==> config.mk <==
export PLATFORM = sky130hd
export DESIGN_NAME = lc3_fetch_controller_flat
export DESIGN_NICKNAME = d
export VERILOG_FILES = /design/src/rtl/lc3_fetch_controller_if.sv /design/src/rtl/lc3_fetch_controller.sv /design/src/flat_wrapper.sv
export SDC_FILE = /design/constraint.sdc
export NUM_CORES = 1
export LEC_CHECK = 0
export BUFFER_PORTS_ARGS = -buffer_cell sky130_fd_sc_hd__buf_4
export CORE_ASPECT_RATIO = 1.75
export CORE_MARGIN = 2
export CORE_UTILIZATION = 40
export DETAILED_ROUTE_END_ITERATION = 12
export MAX_ROUTING_LAYER = met4
export PLACE_DENSITY = 0.76
export SKIP_CTS_REPAIR_TIMING = 1
export SLEW_MARGIN = 10
export SYNTH_ARGS = -nofsm -noshare
export SYNTH_HDL_FRONTEND = slang
export SYNTH_SLANG_ARGS = --single-unit
==> constraint.sdc <==
create_clock -name clock -period 1.6 [get_ports clock]
set_input_delay 0.08 -clock clock [delete_from_list [all_inputs] [get_ports clock]]
set_output_delay 0.08 -clock clock [all_outputs]
set_load 0.005 [all_outputs]
==> src/rtl/lc3_fetch_controller_if.sv <==
// lc3_fetch_controller_if
//   Groups the run-control handshake, the datapath strobes and the status
//   outputs of the LC-3 fetch controller.
//   Handshake semantics: run/halt are levels; mem_ready qualifies read data
//   only while mem_en is high (FETCH2); exec_done is a one-cycle pulse that
//   only counts while the controller sits in EXEC.
//   master : the fetch controller (drives strobes, status, debug state)
//   slave  : run control / datapath / memory side
//   Parameter CNT_WIDTH : width of the retired-instruction counter.
interface lc3_fetch_controller_if #(
  parameter int CNT_WIDTH = 16
);
  // run control and memory/execute handshakes
  logic                 run;
  logic                 halt;
  logic                 mem_ready;
  logic                 exec_done;
  // datapath strobes
  logic                 mem_en;
  logic                 ld_mar;
  logic                 ld_pc;
  logic                 pc_inc;
  logic                 ld_mdr;
  logic                 ld_ir;
  logic                 gate_pc;
  logic                 gate_mdr;
  // status and debug
  logic                 decode_valid;
  logic                 busy;
  logic                 fault;
  logic [CNT_WIDTH-1:0] instr_count;
  logic [2:0]           state;

  modport master (
    input  run, halt, mem_ready, exec_done,
    output mem_en, ld_mar, ld_pc, pc_inc, ld_mdr, ld_ir, gate_pc, gate_mdr,
    output decode_valid, busy, fault, instr_count, state
  );

  modport slave (
    output run, halt, mem_ready, exec_done,
    input  mem_en, ld_mar, ld_pc, pc_inc, ld_mdr, ld_ir, gate_pc, gate_mdr,
    input  decode_valid, busy, fault, instr_count, state
  );
endinterface

==> src/rtl/lc3_fetch_controller.sv <==
// lc3_fetch_controller
//   Sequences the LC-3 fetch datapath (PC, MAR, MDR, IR) through
//   FETCH1 -> FETCH2 -> FETCH3 -> DECODE -> EXEC, then either loops back to
//   FETCH1 or returns to IDLE. A memory wait longer than MEM_TIMEOUT cycles in
//   FETCH2 parks the block in FAULT until reset.
//   Ports:
//     clock : rising-edge clock
//     reset : synchronous, active-high; returns to IDLE, clears counters
//     bus   : lc3_fetch_controller_if.master (handshakes, strobes, status)
//   Parameters:
//     MEM_TIMEOUT : max FETCH2 cycles without mem_ready (>= 2)
//     CNT_WIDTH   : retired-instruction counter width (must match bus)
module lc3_fetch_controller #(
  parameter int MEM_TIMEOUT = 16,
  parameter int CNT_WIDTH   = 16
) (
  input  logic                          clock,
  input  logic                          reset,
  lc3_fetch_controller_if.master        bus
);

  typedef enum logic [2:0] {
    IDLE   = 3'd0,
    FETCH1 = 3'd1,
    FETCH2 = 3'd2,
    FETCH3 = 3'd3,
    DECODE = 3'd4,
    EXEC   = 3'd5,
    FAULT  = 3'd6
  } state_t;

  // The wait counter only ever holds 0 .. MEM_TIMEOUT-1.
  localparam int WAIT_W = (MEM_TIMEOUT > 2) ? $clog2(MEM_TIMEOUT) : 1;
  localparam logic [WAIT_W-1:0] WAIT_LAST = WAIT_W'(MEM_TIMEOUT - 1);

  state_t               state_q, state_d;
  logic [WAIT_W-1:0]    wait_q, wait_d;
  logic [CNT_WIDTH-1:0] count_q, count_d;

  always_ff @(posedge clock) begin
    if (reset) begin
      state_q <= IDLE;
      wait_q  <= '0;
      count_q <= '0;
    end else begin
      state_q <= state_d;
      wait_q  <= wait_d;
      count_q <= count_d;
    end
  end

  always_comb begin
    state_d          = state_q;
    wait_d           = wait_q;
    count_d          = count_q;
    bus.mem_en       = 1'b0;
    bus.ld_mar       = 1'b0;
    bus.ld_pc        = 1'b0;
    bus.pc_inc       = 1'b0;
    bus.ld_mdr       = 1'b0;
    bus.ld_ir        = 1'b0;
    bus.gate_pc      = 1'b0;
    bus.gate_mdr     = 1'b0;
    bus.decode_valid = 1'b0;
    bus.busy         = 1'b0;
    bus.fault        = 1'b0;

    case (state_q)
      IDLE: begin
        if (bus.run) state_d = FETCH1;
      end
      FETCH1: begin
        // MAR <- PC, PC <- PC + 1 in one cycle
        bus.gate_pc = 1'b1;
        bus.ld_mar  = 1'b1;
        bus.ld_pc   = 1'b1;
        bus.pc_inc  = 1'b1;
        bus.busy    = 1'b1;
        wait_d      = '0;
        state_d     = FETCH2;
      end
      FETCH2: begin
        bus.mem_en = 1'b1;
        bus.busy   = 1'b1;
        // ld_mdr is the only Mealy strobe: MDR captures on the ready cycle.
        bus.ld_mdr = bus.mem_ready;
        // mem_ready wins over the timeout in the last allowed cycle.
        if (bus.mem_ready) begin
          state_d = FETCH3;
        end else if (wait_q == WAIT_LAST) begin
          state_d = FAULT;
        end else begin
          wait_d = wait_q + 1'b1;
        end
      end
      FETCH3: begin
        bus.gate_mdr = 1'b1;
        bus.ld_ir    = 1'b1;
        bus.busy     = 1'b1;
        state_d      = DECODE;
      end
      DECODE: begin
        bus.decode_valid = 1'b1;
        bus.busy         = 1'b1;
        state_d          = EXEC;
      end
      EXEC: begin
        bus.busy = 1'b1;
        if (bus.exec_done) begin
          count_d = count_q + 1'b1;
          state_d = (bus.halt || !bus.run) ? IDLE : FETCH1;
        end
      end
      FAULT: begin
        // Parked until reset; run is ignored here.
        bus.fault = 1'b1;
      end
      default: begin
        state_d = IDLE;
      end
    endcase
  end

  assign bus.instr_count = count_q;
  assign bus.state       = state_q;

endmodule

==> src/flat_wrapper.sv <==
// flat-port wrapper written by rule: the top's interface ports become plain ports
module lc3_fetch_controller_flat 
#(
  parameter int MEM_TIMEOUT = 16,
  parameter int CNT_WIDTH   = 16
)
  (clock, reset, bus_run, bus_halt, bus_mem_ready, bus_exec_done, bus_mem_en, bus_ld_mar, bus_ld_pc, bus_pc_inc, bus_ld_mdr, bus_ld_ir, bus_gate_pc, bus_gate_mdr, bus_decode_valid, bus_busy, bus_fault, bus_instr_count, bus_state);
  lc3_fetch_controller_if #(.CNT_WIDTH(CNT_WIDTH)) bus_i ();
  input  logic clock;
  input  logic reset;
  input wire logic [$bits(bus_i.run)-1:0] bus_run;
  input wire logic [$bits(bus_i.halt)-1:0] bus_halt;
  input wire logic [$bits(bus_i.mem_ready)-1:0] bus_mem_ready;
  input wire logic [$bits(bus_i.exec_done)-1:0] bus_exec_done;
  output wire logic [$bits(bus_i.mem_en)-1:0] bus_mem_en;
  output wire logic [$bits(bus_i.ld_mar)-1:0] bus_ld_mar;
  output wire logic [$bits(bus_i.ld_pc)-1:0] bus_ld_pc;
  output wire logic [$bits(bus_i.pc_inc)-1:0] bus_pc_inc;
  output wire logic [$bits(bus_i.ld_mdr)-1:0] bus_ld_mdr;
  output wire logic [$bits(bus_i.ld_ir)-1:0] bus_ld_ir;
  output wire logic [$bits(bus_i.gate_pc)-1:0] bus_gate_pc;
  output wire logic [$bits(bus_i.gate_mdr)-1:0] bus_gate_mdr;
  output wire logic [$bits(bus_i.decode_valid)-1:0] bus_decode_valid;
  output wire logic [$bits(bus_i.busy)-1:0] bus_busy;
  output wire logic [$bits(bus_i.fault)-1:0] bus_fault;
  output wire logic [$bits(bus_i.instr_count)-1:0] bus_instr_count;
  output wire logic [$bits(bus_i.state)-1:0] bus_state;
  assign bus_i.run = bus_run;
  assign bus_i.halt = bus_halt;
  assign bus_i.mem_ready = bus_mem_ready;
  assign bus_i.exec_done = bus_exec_done;
  assign bus_mem_en = bus_i.mem_en;
  assign bus_ld_mar = bus_i.ld_mar;
  assign bus_ld_pc = bus_i.ld_pc;
  assign bus_pc_inc = bus_i.pc_inc;
  assign bus_ld_mdr = bus_i.ld_mdr;
  assign bus_ld_ir = bus_i.ld_ir;
  assign bus_gate_pc = bus_i.gate_pc;
  assign bus_gate_mdr = bus_i.gate_mdr;
  assign bus_decode_valid = bus_i.decode_valid;
  assign bus_busy = bus_i.busy;
  assign bus_fault = bus_i.fault;
  assign bus_instr_count = bus_i.instr_count;
  assign bus_state = bus_i.state;
  lc3_fetch_controller #(.MEM_TIMEOUT(MEM_TIMEOUT), .CNT_WIDTH(CNT_WIDTH)) u_core (.clock(clock), .reset(reset), .bus(bus_i));
endmodule
==> key figures, run 1 <==
GRT
  • First-pass GRT wire length: 4430 um
  • Total gr overflow: 0
  • GRT Resource Usage Total: 18.6%
  • Antenna violations before repair: 0
  • Vias in the first global route: 1069
  • Largest net degree at the start of global routing: 22

Timing
  • Setup TNS: 0 ps
  • FMAX: 649 MHz
  • Relative slew slack: 76.7%
  • Final Skew: 8.98 ps
  • Final period util: 96.4%
  • Final Hold Viols: 0
  • Slew @ Worst Pin: 348 ps
  • Final min period: 1540 ps
  • Fin worst setup slack: 58.0 ps
  • Setup violators final: 0
  • Pins Over Slew Limit: 0

Floorplanning
  • Die H: 74.5 um
  • Die Area: 0.00330 mm^2
  • Total core area: 0.00269 mm^2
  • Die X: 44.3 um
  • Row count: 25
  • Initial Util: 42.3%
  • Ports: 36

Finish
  • Ant. Diodes: 0
  • Seq. cell area: 462 um^2
  • Multi-input logic area: 608 um^2
  • Fill cells: 254
  • Post-layout net count: 184
  • Commonest cells after routing, fill and taps aside: 46 x buf_4, 22 x dfxtp_1, 16 x nor2_1
  • Area Overhead vs Synth: 32.8%
  • Fin cells: 202
  • Commonest non-fill, non-tap cell in the layout: buf_4
  • Design area: 0.00151 mm^2
  • Layout cell share with drive strength beyond 1: 32.6%

Worst setup path
  • Worst EP required: 1800 ps
  • CP Capture Type: register
  • Worst EP arrival: 1740 ps
  • Setup CP Type: register to register
  • Critical path's largest stage delay: 380 ps
  • Critical Path Fanout Max: 4
  • Cells along the critical path: ha_1 > and4_2 > nand2_1 > or3_1 > a21oi_1
  • Critical-path top delay cell: dfxtp_1
  • CP Launch Type: register

Synthesis
  • Flop and latch count out of synthesis: 23
  • Yosys synthesis warning count: 0
  • Post-Syn Instances: 135
  • Dominant cell type by area after synthesis: dfxtp_1
  • Synthesized cell area: 0.00114 mm^2
  • Share of the synthesized area in the top cell type: 40.5%
  • Synthesized Nets: 143
  • Post-synthesis average cell area: 8.42 um^2
  • Netlist cell types: 32
  • Synth top area cells: dfxtp_1 40%, xor2_1 9.2%, nor2_1 5.3%
  • Post-synthesis sequential area ratio: 40.5%

Place
  • Dpl ws: 46.3 ps
  • DP Area: 0.00146 mm^2
  • Final HPWL DP: 2150 um
  • DP Cell Count: 198
  • Routability cong.: 0.713
  • IO buf count: 35

Clock network
  • Clock Path Buffers: 2
  • Total CTS buffers: 3
  • CTS root buf: clkbuf_8
  • Clock Pin Slew Worst Setup and Hold Paths: 90 ps
  • CTS tree: built
  • Clk_lat worst skew: 270 ps
  • H-tree levels: 1
  • Sink Count: 23

Detailed routing
  • Wirelength per Cell: 13.8 um
  • First-pass detailed-route iteration total: 3
  • Number of remaining DRC errors: 0
  • DR iter-0 viols: 17
  • Via count: 1080
  • Detail Route Antenna Nets: 0
  • Final wirelength: 2780 um
  • Post-DR vias/cell: 5.35

Pwr
  • LEAKAGE: 0.654 nW
  • Worst vdd ir: 0.614 mV
  • Total power: 1.08 mW
  • Pwr/cell area: 716 mW/mm^2

Worst hold path
  • Worst hold-check path type: input port to register

Outcome
  • Outcome: finished clean

Flow run
  • Max-cap violation count: 0
==> kinds of logic (layout without fill, tap and decap cells) <==
group                      after synthesis  count (layout)  synth area share [%]
adders and majority gates                2               2                  2.20
AOI/OAI and AO/OA                       20              20                  9.79
and+or+nand+nor                         62              62                  30.4
xor gates and xnor gates                13              13                  10.0
DFF                                     23              23                  40.5
buffers and inverters                   14              54                  6.27
muxes                                    1               1                 0.880
==> path summary, 6_finish.rpt <==
check / cells after the start / to / from / slack [ps]
min: 4 / u_core.bus.state[2] / bus_exec_done / 130
max: 5 / u_core.bus.instr_count[12] / u_core.bus.instr_count[1] / 60
min reg2reg: 2 / u_core.bus.instr_count[15] / u_core.bus.instr_count[15] / 490
max reg2reg: 5 / u_core.bus.instr_count[12] / u_core.bus.instr_count[1] / 60
==> routing by layer <==
| metal | track usage [%] | share of wire [%] | vias to the layer above |
|---|---|---|---|
| met5 | - | 0 | - |
| met4 | 9.43 | 1.8 | 0 |
| met3 | 2.43 | 4.3 | 4 |
| met2 | 36.1 | 58 | 30 |
| met1 | 16.5 | 36 | 505 |
| li1 | - | - | 541 |
==> critical path: cells and delay by family, from the launching register on <==
family | cells | cell delay, ps
AOI/OAI and AO/OA | 1 | 140
DFF | 1 | 380
adders and majority gates | 1 | 210
and+or+nand+nor | 3 | 750
==> cell usage after synthesis <==
| cell type | count |
|---|---|
| ha_1 | 2 |
| or4_1 | 1 |
| and3_1 | 4 |
| buf_2 | 3 |
| o21ai_0 | 6 |
| dfxtp_1 | 23 |
| nor3_1 | 2 |
| nand4_1 | 4 |
| or3_1 | 4 |
| xor2_1 | 12 |
| nand3_4 | 1 |
| and4_1 | 3 |
| xnor2_1 | 1 |
| o21ba_2 | 1 |
| nor3b_1 | 1 |
| nand3_1 | 11 |
| o31ai_1 | 1 |
| mux2i_1 | 1 |
| a31oi_1 | 1 |
| nand4b_1 | 1 |
| o211ai_1 | 1 |
| nand2b_1 | 2 |
| nand2_1 | 7 |
| nor2b_1 | 1 |
| or2_2 | 1 |
| a21oi_1 | 10 |
| buf_4 | 4 |
| nor2_1 | 16 |
| and4b_4 | 1 |
| and2_1 | 2 |
| inv_1 | 4 |
| clkbuf_1 | 3 |
==> layout make-up <==
cell class,count,area share [%]
Clock inverter,1,0.331
Clock buffer,3,2.73
Timing Repair Buffer,46,22.9
Tap cell,27,2.24
Multi-Input combinational cell,98,40.3
Inverter,4,0.994
Sequential cell,23,30.6
==> metrics by stage <==
stage	hold slack (ps)	util, %
after floorplan	269	-
after global placement	403	54.3
after detailed placement	420	54.3
after CTS	137	56.0
after global routing	151	56.1
final	131	56.1
==> report_power, final <==
part	switching, mW	leakage, nW	total (mW)	internal (mW)
Clock	0.186	0.0255	0.360	0.174
Combinational	0.0668	0.442	0.138	0.0712
Sequential	0.00424	0.186	0.584	0.580
Total	0.257	0.654	1.08	0.825
==> sequential cells by signal (all words and copies together), names as in the netlist <==
signal	count
u_core.bus.instr_count	16
u_core.bus.state	3
u_core.wait_q	4
Power figures use the tool's default switching activity.
==> run 2, diff against run 1 <==
==> constraint.sdc (replaced) <==
create_clock -name clock -period 1.45 [get_ports clock]
set_input_delay 0.0725 -clock clock [delete_from_list [all_inputs] [get_ports clock]]
set_output_delay 0.0725 -clock clock [all_outputs]
set_load 0.005 [all_outputs]
==> run 2 against run 1 <==
Against the previous run: global-route usage down 0.20 points; cell count is 5.0% higher; sequential share of layout area down 1.8 points; register-to-register slack lost 50 ps; cell area up 7.2%; flip-flop and latch count did not move; count of clock-buffer cells in the layout up 1; wire length shrank 3.5%; setup slack lost 54 ps; clock skew is 5.6 ps lower; critical path type unchanged.
==> key figures, run 2 (synthesis results as in run 1) <==
Outcome
  • Outcome: finished clean

Finish
  • Multi-input logic area: 632 um^2 (+3.9%)
  • Max reg flops: 16 (unchanged)
  • Design area: 0.00162 mm^2 (+7.2%)
  • Ant. Diodes: 0 (unchanged)
  • Area Overhead vs Synth: 42.4%
  • Commonest non-fill, non-tap cell in the layout: buf_4
  • Post-layout util: 60.2% (+4.0 points)
  • Fin cells: 212 (+5.0%)
  • Post-layout net count: 194 (+5.4%)
  • Commonest cells after routing, fill and taps aside: 54 x buf_4, 19 x dfxtp_1, 16 x nor2_1
  • Seq. cell area: 465 um^2 (+0.81%)
  • Layout cell share with drive strength beyond 1: 40.5% (+8.0 points)
  • Fill cells: 239 (-5.9%)

Place
  • Routability cong.: 0.800 (+12%)
  • DP Cell Count: 207 (+4.5%)
  • DP Area: 0.00153 mm^2 (+4.7%)
  • Final HPWL DP: 2170 um (+0.67%)
  • IO buf count: 35 (unchanged)

Detailed routing
  • First-pass detailed-route iteration total: 4 (+1)
  • Final wirelength: 2690 um (-3.5%)
  • DR iter-0 viols: 20 (+3)
  • DR top layer: met4
  • Detail Route Antenna Nets: 0 (unchanged)
  • Met3 WL post-DR: 128 um (+5.8%)
  • Post-DR vias/cell: 5.33 (-0.31%)
  • WL met1: 1020 um (+1.6%)
  • Number of remaining DRC errors: 0 (unchanged)
  • Wirelength per Cell: 12.7 um (-8.1%)
  • Via count: 1130 (+4.6%)
  • WL met2: 1500 um (-6.7%)

GRT
  • Antenna violations before repair: 0 (unchanged)
  • Vias in the first global route: 1115 (+4.3%)
  • First-pass GRT wire length: 4520 um (+2.0%)
  • Largest net degree at the start of global routing: 22 (unchanged)
  • Total gr overflow: 0 (unchanged)
  • GRT Resource Usage Total: 18.4% (-0.20 points)

Timing
  • FMAX: 692 MHz (+6.6%)
  • Slew @ Worst Pin: 274 ps (-73.4 ps)
  • Setup violators final: 0 (unchanged)
  • Pins Over Slew Limit: 0 (unchanged)
  • Relative slew slack: 81.6% (+4.8 points)
  • Final Skew: 3.34 ps (-5.64 ps)
  • RSZ-0062 raised after global routing: yes
  • Setup TNS: 0 ps (unchanged)
  • Final Hold Viols: 0 (unchanged)
  • Final period util: 99.7% (+3.4 points)
  • Final min period: 1450 ps (-95.9 ps)

Worst hold path
  • Worst hold-check path type: input port to register

Floorplanning
  • Row count: 25 (unchanged)
  • Die H: 74.5 um (unchanged)
  • Die X: 44.3 um (unchanged)
  • Total core area: 0.00269 mm^2 (unchanged)
  • Ports: 36 (unchanged)
  • Initial Util: 42.3% (unchanged)
  • Die Area: 0.00330 mm^2 (unchanged)

Pwr
  • Internal power: 919 uW (+11%)
  • Pwr/cell area: 734 mW/mm^2 (+2.4%)
  • LEAKAGE: 0.711 nW (+8.7%)
  • Total power: 1.19 mW (+9.8%)
  • Sequential power share: 54.3% (+0.3 points)
  • Clock share of power: 32.2% (-1.1 points)
  • Sw Share: 22.6% (-1.1 points)
  • Worst vdd ir: 0.747 mV (+22%)
  • Comb pwr share: 13.4% (+0.6 points)
  • Net switching power: 269 uW (+4.5%)

Clock network
  • Clock Pin Slew Worst Setup and Hold Paths: 70 ps (-20 ps)
  • Clk_lat worst skew: 260 ps (about the same)
  • Sink Count: 23 (unchanged)
  • Clock Path Buffers: 2 (unchanged)
  • CTS tree: built
  • H-tree levels: 1 (unchanged)
  • CTS root buf: clkbuf_8
  • Total CTS buffers: 3 (unchanged)

Worst setup path
  • Cells along the critical path: and4b_4 > nand3_4 > or4_4 > a21oi_2
  • Critical Path Fanout Max: 4 (unchanged)
  • Worst EP required: 1650 ps (-150 ps)
  • Worst EP arrival: 1640 ps (-100 ps)
  • CP Buf/Inv Count: 0 (unchanged)
  • CP Launch Type: register
  • Setup CP Type: register to register
  • Critical-path top delay cell: or4_4
  • CP delay by family, top: simple AND/OR/NAND/NOR gates
  • Critical path's largest stage delay: 490 ps (+110 ps)
  • CP Capture Type: register

Flow run
  • Max-cap violation count: 0 (unchanged)
-- run 2: cell count changes in the layout (fill, tap and decap cells not counted), sizes merged --
cell    change
buf        +10
clkbuf      +1
clkinv      -1
-- run 2: worst register-to-register path: stages (launching register included) --
cell and delay, ps:
dfxtp_2 320, and4b_4 350, nand3_4 100, or4_4 490, a21oi_2 120
-- run 2: layout make-up --
cell class / instances / share of cell area (%)
Sequential cell: 23 / 28.7
Clock buffer: 4 / 2.78
Multi-Input combinational cell: 98 / 39.0
Inverter: 4 / 0.927
Tap cell: 27 / 2.09
Timing Repair Buffer: 56 / 26.4
-- run 2: final timing paths --
path                       start                    endpoint  slack (ps)  cells past startpoint
max          u_core.bus.state[1]  u_core.bus.instr_count[15]           4                      4
min                        reset  u_core.bus.instr_count[15]         130                      2
max reg2reg  u_core.bus.state[1]  u_core.bus.instr_count[15]           4                      4
min reg2reg     u_core.wait_q[1]            u_core.wait_q[1]         500                      2
-- run 2: stage by stage --
stage / worst slack [ps] / hold slack, ps
6_report: 3.95 / 129
5_1_grt: -48.6 / 134
4_1_cts: -27.0 / 132
3_5_place_dp: 11.6 / 408
3_3_place_gp: 53.3 / 398
2_1_floorplan: 11.4 / 262
-- run 2: layer usage --
metal  track usage [%]  up-vias
met4              6.06        0
met5                 -        -
met3              2.43        7
li1                  -      560
met1              18.5      532
met2              35.0       31
-- run 2: power by group through the flow --
stage | Clock, mW | Sequential (mW) | Combinational (mW)
3_3_place_gp | 0 | 0.659 | 0.148
2_1_floorplan | 0 | 0.661 | 0.0813
6_report | 0.383 | 0.645 | 0.160
3_5_place_dp | 0 | 0.659 | 0.154
5_1_grt | 0.416 | 0.646 | 0.176
4_1_cts | 0.394 | 0.644 | 0.154
